===== config.mk =====
export PLATFORM = sky130hd
export DESIGN_NAME = truth_table_sequencer
export DESIGN_NICKNAME = d
export VERILOG_FILES = /design/src/rtl/truth_table_sequencer.sv
export SDC_FILE = /design/constraint.sdc
export NUM_CORES = 1
export LEC_CHECK = 0
export CORE_ASPECT_RATIO = 1.5
export CORE_UTILIZATION = 51
export DETAILED_ROUTE_END_ITERATION = 10
export HOLD_SLACK_MARGIN = 0.05
export PLACE_DENSITY_LB_ADDON = 0.08
export SYNTH_ARGS = -nofsm -noshare
export SYNTH_HDL_FRONTEND = slang
export SYNTH_SLANG_ARGS = --single-unit

===== constraint.sdc =====
create_clock -name clk -period 2.4 [get_ports clk]
set_clock_uncertainty 0.2 [all_clocks]
set_input_delay 0.48 -clock clk [delete_from_list [all_inputs] [get_ports clk]]
set_output_delay 0.48 -clock clk [all_outputs]
set_load 0.01 [all_outputs]

===== src/rtl/truth_table_sequencer.sv =====
// Sweeps a 3-input combinational block through vectors 000..111 and captures its truth table.
// Optional EXPECT_CHECK_EN adds an expected-table input and a registered match flag.
module truth_table_sequencer #(
  parameter int unsigned SETTLE_CYCLES = 2
) (
  input  logic       clk,
  input  logic       rst,
  input  logic       start,
  input  logic       y_in,
  output logic       inA,
  output logic       inB,
  output logic       inC,
  output logic       busy,
  output logic       done,
  output logic [7:0] table_out
`ifdef EXPECT_CHECK_EN
  ,
  input  logic [7:0] expected,
  output logic       match
`endif
);

  typedef enum logic [1:0] {S_IDLE, S_DRIVE, S_SAMPLE, S_DONE} state_t;

  localparam logic [3:0] SETTLE = 4'(SETTLE_CYCLES);

  state_t     state_q, state_d;
  logic [2:0] idx_q, idx_d;
  logic [3:0] cnt_q, cnt_d;
  logic [7:0] tbl_q, tbl_d;
  logic       busy_q, busy_d;
  logic       done_q, done_d;

  always_comb begin
    state_d = state_q;
    idx_d   = idx_q;
    cnt_d   = cnt_q;
    tbl_d   = tbl_q;
    case (state_q)
      S_IDLE: begin
        if (start) begin
          tbl_d   = 8'h00;
          idx_d   = 3'd0;
          cnt_d   = SETTLE;
          state_d = S_DRIVE;
        end
      end
      S_DRIVE: begin
        // cnt_q==1 marks the last settle cycle of this vector
        if (cnt_q <= 4'd1) begin
          cnt_d   = 4'd0;
          state_d = S_SAMPLE;
        end else begin
          cnt_d = cnt_q - 4'd1;
        end
      end
      S_SAMPLE: begin
        tbl_d[idx_q] = y_in;
        if (idx_q == 3'd7) begin
          state_d = S_DONE;
        end else begin
          idx_d   = idx_q + 3'd1;
          cnt_d   = SETTLE;
          state_d = S_DRIVE;
        end
      end
      S_DONE:  state_d = S_IDLE;
      default: state_d = S_IDLE;
    endcase
    busy_d = (state_d == S_DRIVE) || (state_d == S_SAMPLE);
    done_d = (state_d == S_DONE);
  end

  always_ff @(posedge clk) begin
    if (rst) begin
      state_q <= S_IDLE;
      idx_q   <= 3'd0;
      cnt_q   <= 4'd0;
      tbl_q   <= 8'h00;
      busy_q  <= 1'b0;
      done_q  <= 1'b0;
    end else begin
      state_q <= state_d;
      idx_q   <= idx_d;
      cnt_q   <= cnt_d;
      tbl_q   <= tbl_d;
      busy_q  <= busy_d;
      done_q  <= done_d;
    end
  end

  assign inA       = idx_q[2];
  assign inB       = idx_q[1];
  assign inC       = idx_q[0];
  assign busy      = busy_q;
  assign done      = done_q;
  assign table_out = tbl_q;

`ifdef EXPECT_CHECK_EN
  logic match_q, match_d;

  // Table is final while in DONE; the verdict then holds until the next accepted start.
  always_comb begin
    match_d = match_q;
    if (state_q == S_IDLE && start) match_d = 1'b0;
    else if (state_q == S_DONE)     match_d = (tbl_q == expected);
  end

  always_ff @(posedge clk) begin
    if (rst) match_q <= 1'b0;
    else     match_q <= match_d;
  end

  assign match = match_q;
`endif

endmodule


==> flow_summary.ini <==
[job]
drv_cap = 0

[clock_network]
cts.sinks = 19
cts_hold_buffers = 0
clkTransAtPathRegs_ps = 120
post_cts_buffers = 0
clk_latency_ps = 310
cts_tree = yes
numCtsBuffers = 3
post_cts_resize_count = 0
cts_root_buf = clkbuf_4
clk_path_buf_depth = 2
cts_max_level = 1

[placed_design]
place_area_sq_um = 1220
place.port_buffers = 16
dpl.cell_count = 149
gp_congestion = 0.807
hpwl_mm = 1.68

[pwr]
p_comb_frac = 0.192
ir_worst_vdd_v = 0.000312
intPower_mw = 0.450
swShare = 0.293
cellPowerDensity_nw_per_um2 = 511
pwr-share-clk = 0.269
p_leak_nw = 0.431
seqPwrFrac = 0.539
net-switching-power_mw = 0.186

[synth]
synth_seq_area_share = 0.370
synth_xor_area_frac = 0
synth_mux_area_frac = 0
synth_most_common_cell = dfxtp_1
syn_area_sq_um = 1030
synth_area_leaders = dfxtp_1, o32ai_1, a21oi_1
synth.distinct_cells = 37
synthArstFlopShare = 0
yosysTopAreaCellShare = 0.370
synth.avg_cell_area_sq_um = 8.93
synth_top_family_by_area = simple AND/OR/NAND/NOR gates
ys.flop_type = dfxtp_1
synthAdderAreaFrac = 0.0609
ys_top_cells_by_count = dfxtp_1, a21oi_1, inv_1
synth_top_cell_by_area = dfxtp_1
synth_fp_nets = 124
synth-compound-area-share = 0.230
synthSimpleGateAreaFrac = 0.262
synth-edff-count = 0
synth_seq_cells = 19
synth_warnings = 0
synthCells = 115

[timing]
finalSetupTns_ps = 0
relSlewSlack = 0.596
finalCriticalPeriod_ps = 1920
holdWs_ps = 285
fmax_mhz = 521
grt_setup_unrepaired = false
worstMarginPinSlew_ps = 605
setup_viol = 0
finalCritPeriodShare = 0.799
slew_viol_final = 0
finalHoldViolCount = 0

[setup_path]
critPathBufInv = 0
critPathRequiredTime_ps = 2420
cp_slowest_stage_delay_ps = 730
slowest_stage = dfxtp_1
worstPathArrival_ps = 1940
r2r-end = busy
cp_max_fo = 20
endpoint_kind = flop
r2r_start = state_q[1]
path_class = flop to flop
startpoint_type = flop
r2r_setup_slack_ps = 480
ff2ff_path_depth = 5
crit_family = flip-flops
worstPathCellList = nor2b_2 > o21ai_0 > nand2_1 > ha_1 > nor2b_1

[die]
die_w_um = 38.6
io_pins = 17
die_area_sq_um = 2200
rows = 19
coreArea_sq_um = 1850
die_y_um = 57.0
initial_utilization = 0.554

[final_layout]
final_util = 0.671
nFillCells = 170
multi_input_area_sq_um = 568
antenna_cells = 0
final_cells = 153
area_delta_synth_final_pct = 21.2
final_nets = 142
drive_gt1_frac = 0.114
final_cell_area_sq_um = 1240
regArea_sq_um = 380

[detailed_routing]
wl_per_cell_um = 14.7
drt-total-wl_mm = 2.25
postRouteAntennaNets = 0
drc_errors = 0
drt_first_iter_violations = 20
vias = 922
dr.pass1.iters = 4
viasPerCell = 6.03

[grt]
grt_pass1_wl_mm = 3.84
gr-total-overflow = 0
grt_max_degree = 21
grt_pass1_vias = 897
antenna_found_initial = 0
grt_use_total = 0.243

[min_path]
hold_class = flop to flop
holdPathStages = 2
hold_end = table_out[1]
hold_start = table_out[1]

[outcome]
status = complete, no violations
routing by layer:
layer	global-route usage	part of all wire	vias up
met2	0.417	0.55	18
met1	0.264	0.40	442
met4	0.163	0.037	0
li1	-	-	455
met3	0.0233	0.020	7
met5	0	0	-
cells in the final DEF, fill, tap and decap left out, drive strengths merged, types with 2 or more instances in the layout:
master,instances
clkdlybuf4s50,16
or2,3
o21ai,4
o21bai,3
nand3b,2
buf,6
or3,2
nand2b,4
nor2b,3
and2,2
nand4bb,4
dfxtp,19
inv,10
a21oi,13
clkbuf,3
o32ai,9
nand4b,3
ha,5
nor2,2
nand3,2
nand2,4
kinds of logic after synthesis:
family,Yosys count
adder cells (fa/ha/maj),5
AND/OR/NAND/NOR,37
flip-flops,19
AO/OA/AOI/OAI,35
buffers and inverters,19
how the worst max path moves through the flow:
stage / endpoint / depth (start not counted) / startpoint
4_1_cts: inA / 1 / idx_q[2]
5_1_grt: busy / 5 / state_q[1]
3_5_place_dp: busy / 5 / start
2_1_floorplan: cnt_q[2] / 5 / idx_q[1]
3_3_place_gp: busy / 5 / start
6_report: busy / 5 / state_q[1]
sequential cells by signal (all words and copies together) (netlist names):
register,count
done,1
idx_q,3
state_q,2
busy,1
table_out,8
cnt_q,4
power groups by stage:
stage	Clock [mW]	Combinational [mW]	Sequential, mW
after CTS	0.173	0.122	0.342
after global routing	0.181	0.135	0.345
after global placement	0	0.119	0.349
after detailed placement	0	0.122	0.350
final	0.171	0.122	0.343
after floorplan	0	0.0882	0.345
cell type report:
cell class                      instances  share of cell area
Inverter                               10              0.0302
Tap cell                               21              0.0211
Multi-Input combinational cell         77               0.456
Timing Repair Buffer                   22               0.165
Sequential cell                        19               0.306
Clock inverter                          1             0.00402
Clock buffer                            3              0.0181
stage by stage:
| step | power [mW] | setup WS [ps] |
|---|---|---|
| floorplan | 0.433 | 567 |
| global placement | 0.468 | 374 |
| detailed placement | 0.471 | 332 |
| CTS | 0.638 | 483 |
| global route | 0.661 | 344 |
| finish | 0.636 | 482 |
worst min-delay path: stages (launching register included):
cell and delay, ps:
dfxtp_1 330, nand2_1 50, o32ai_1 60
No activity file was read; power rests on OpenSTA's default activity.
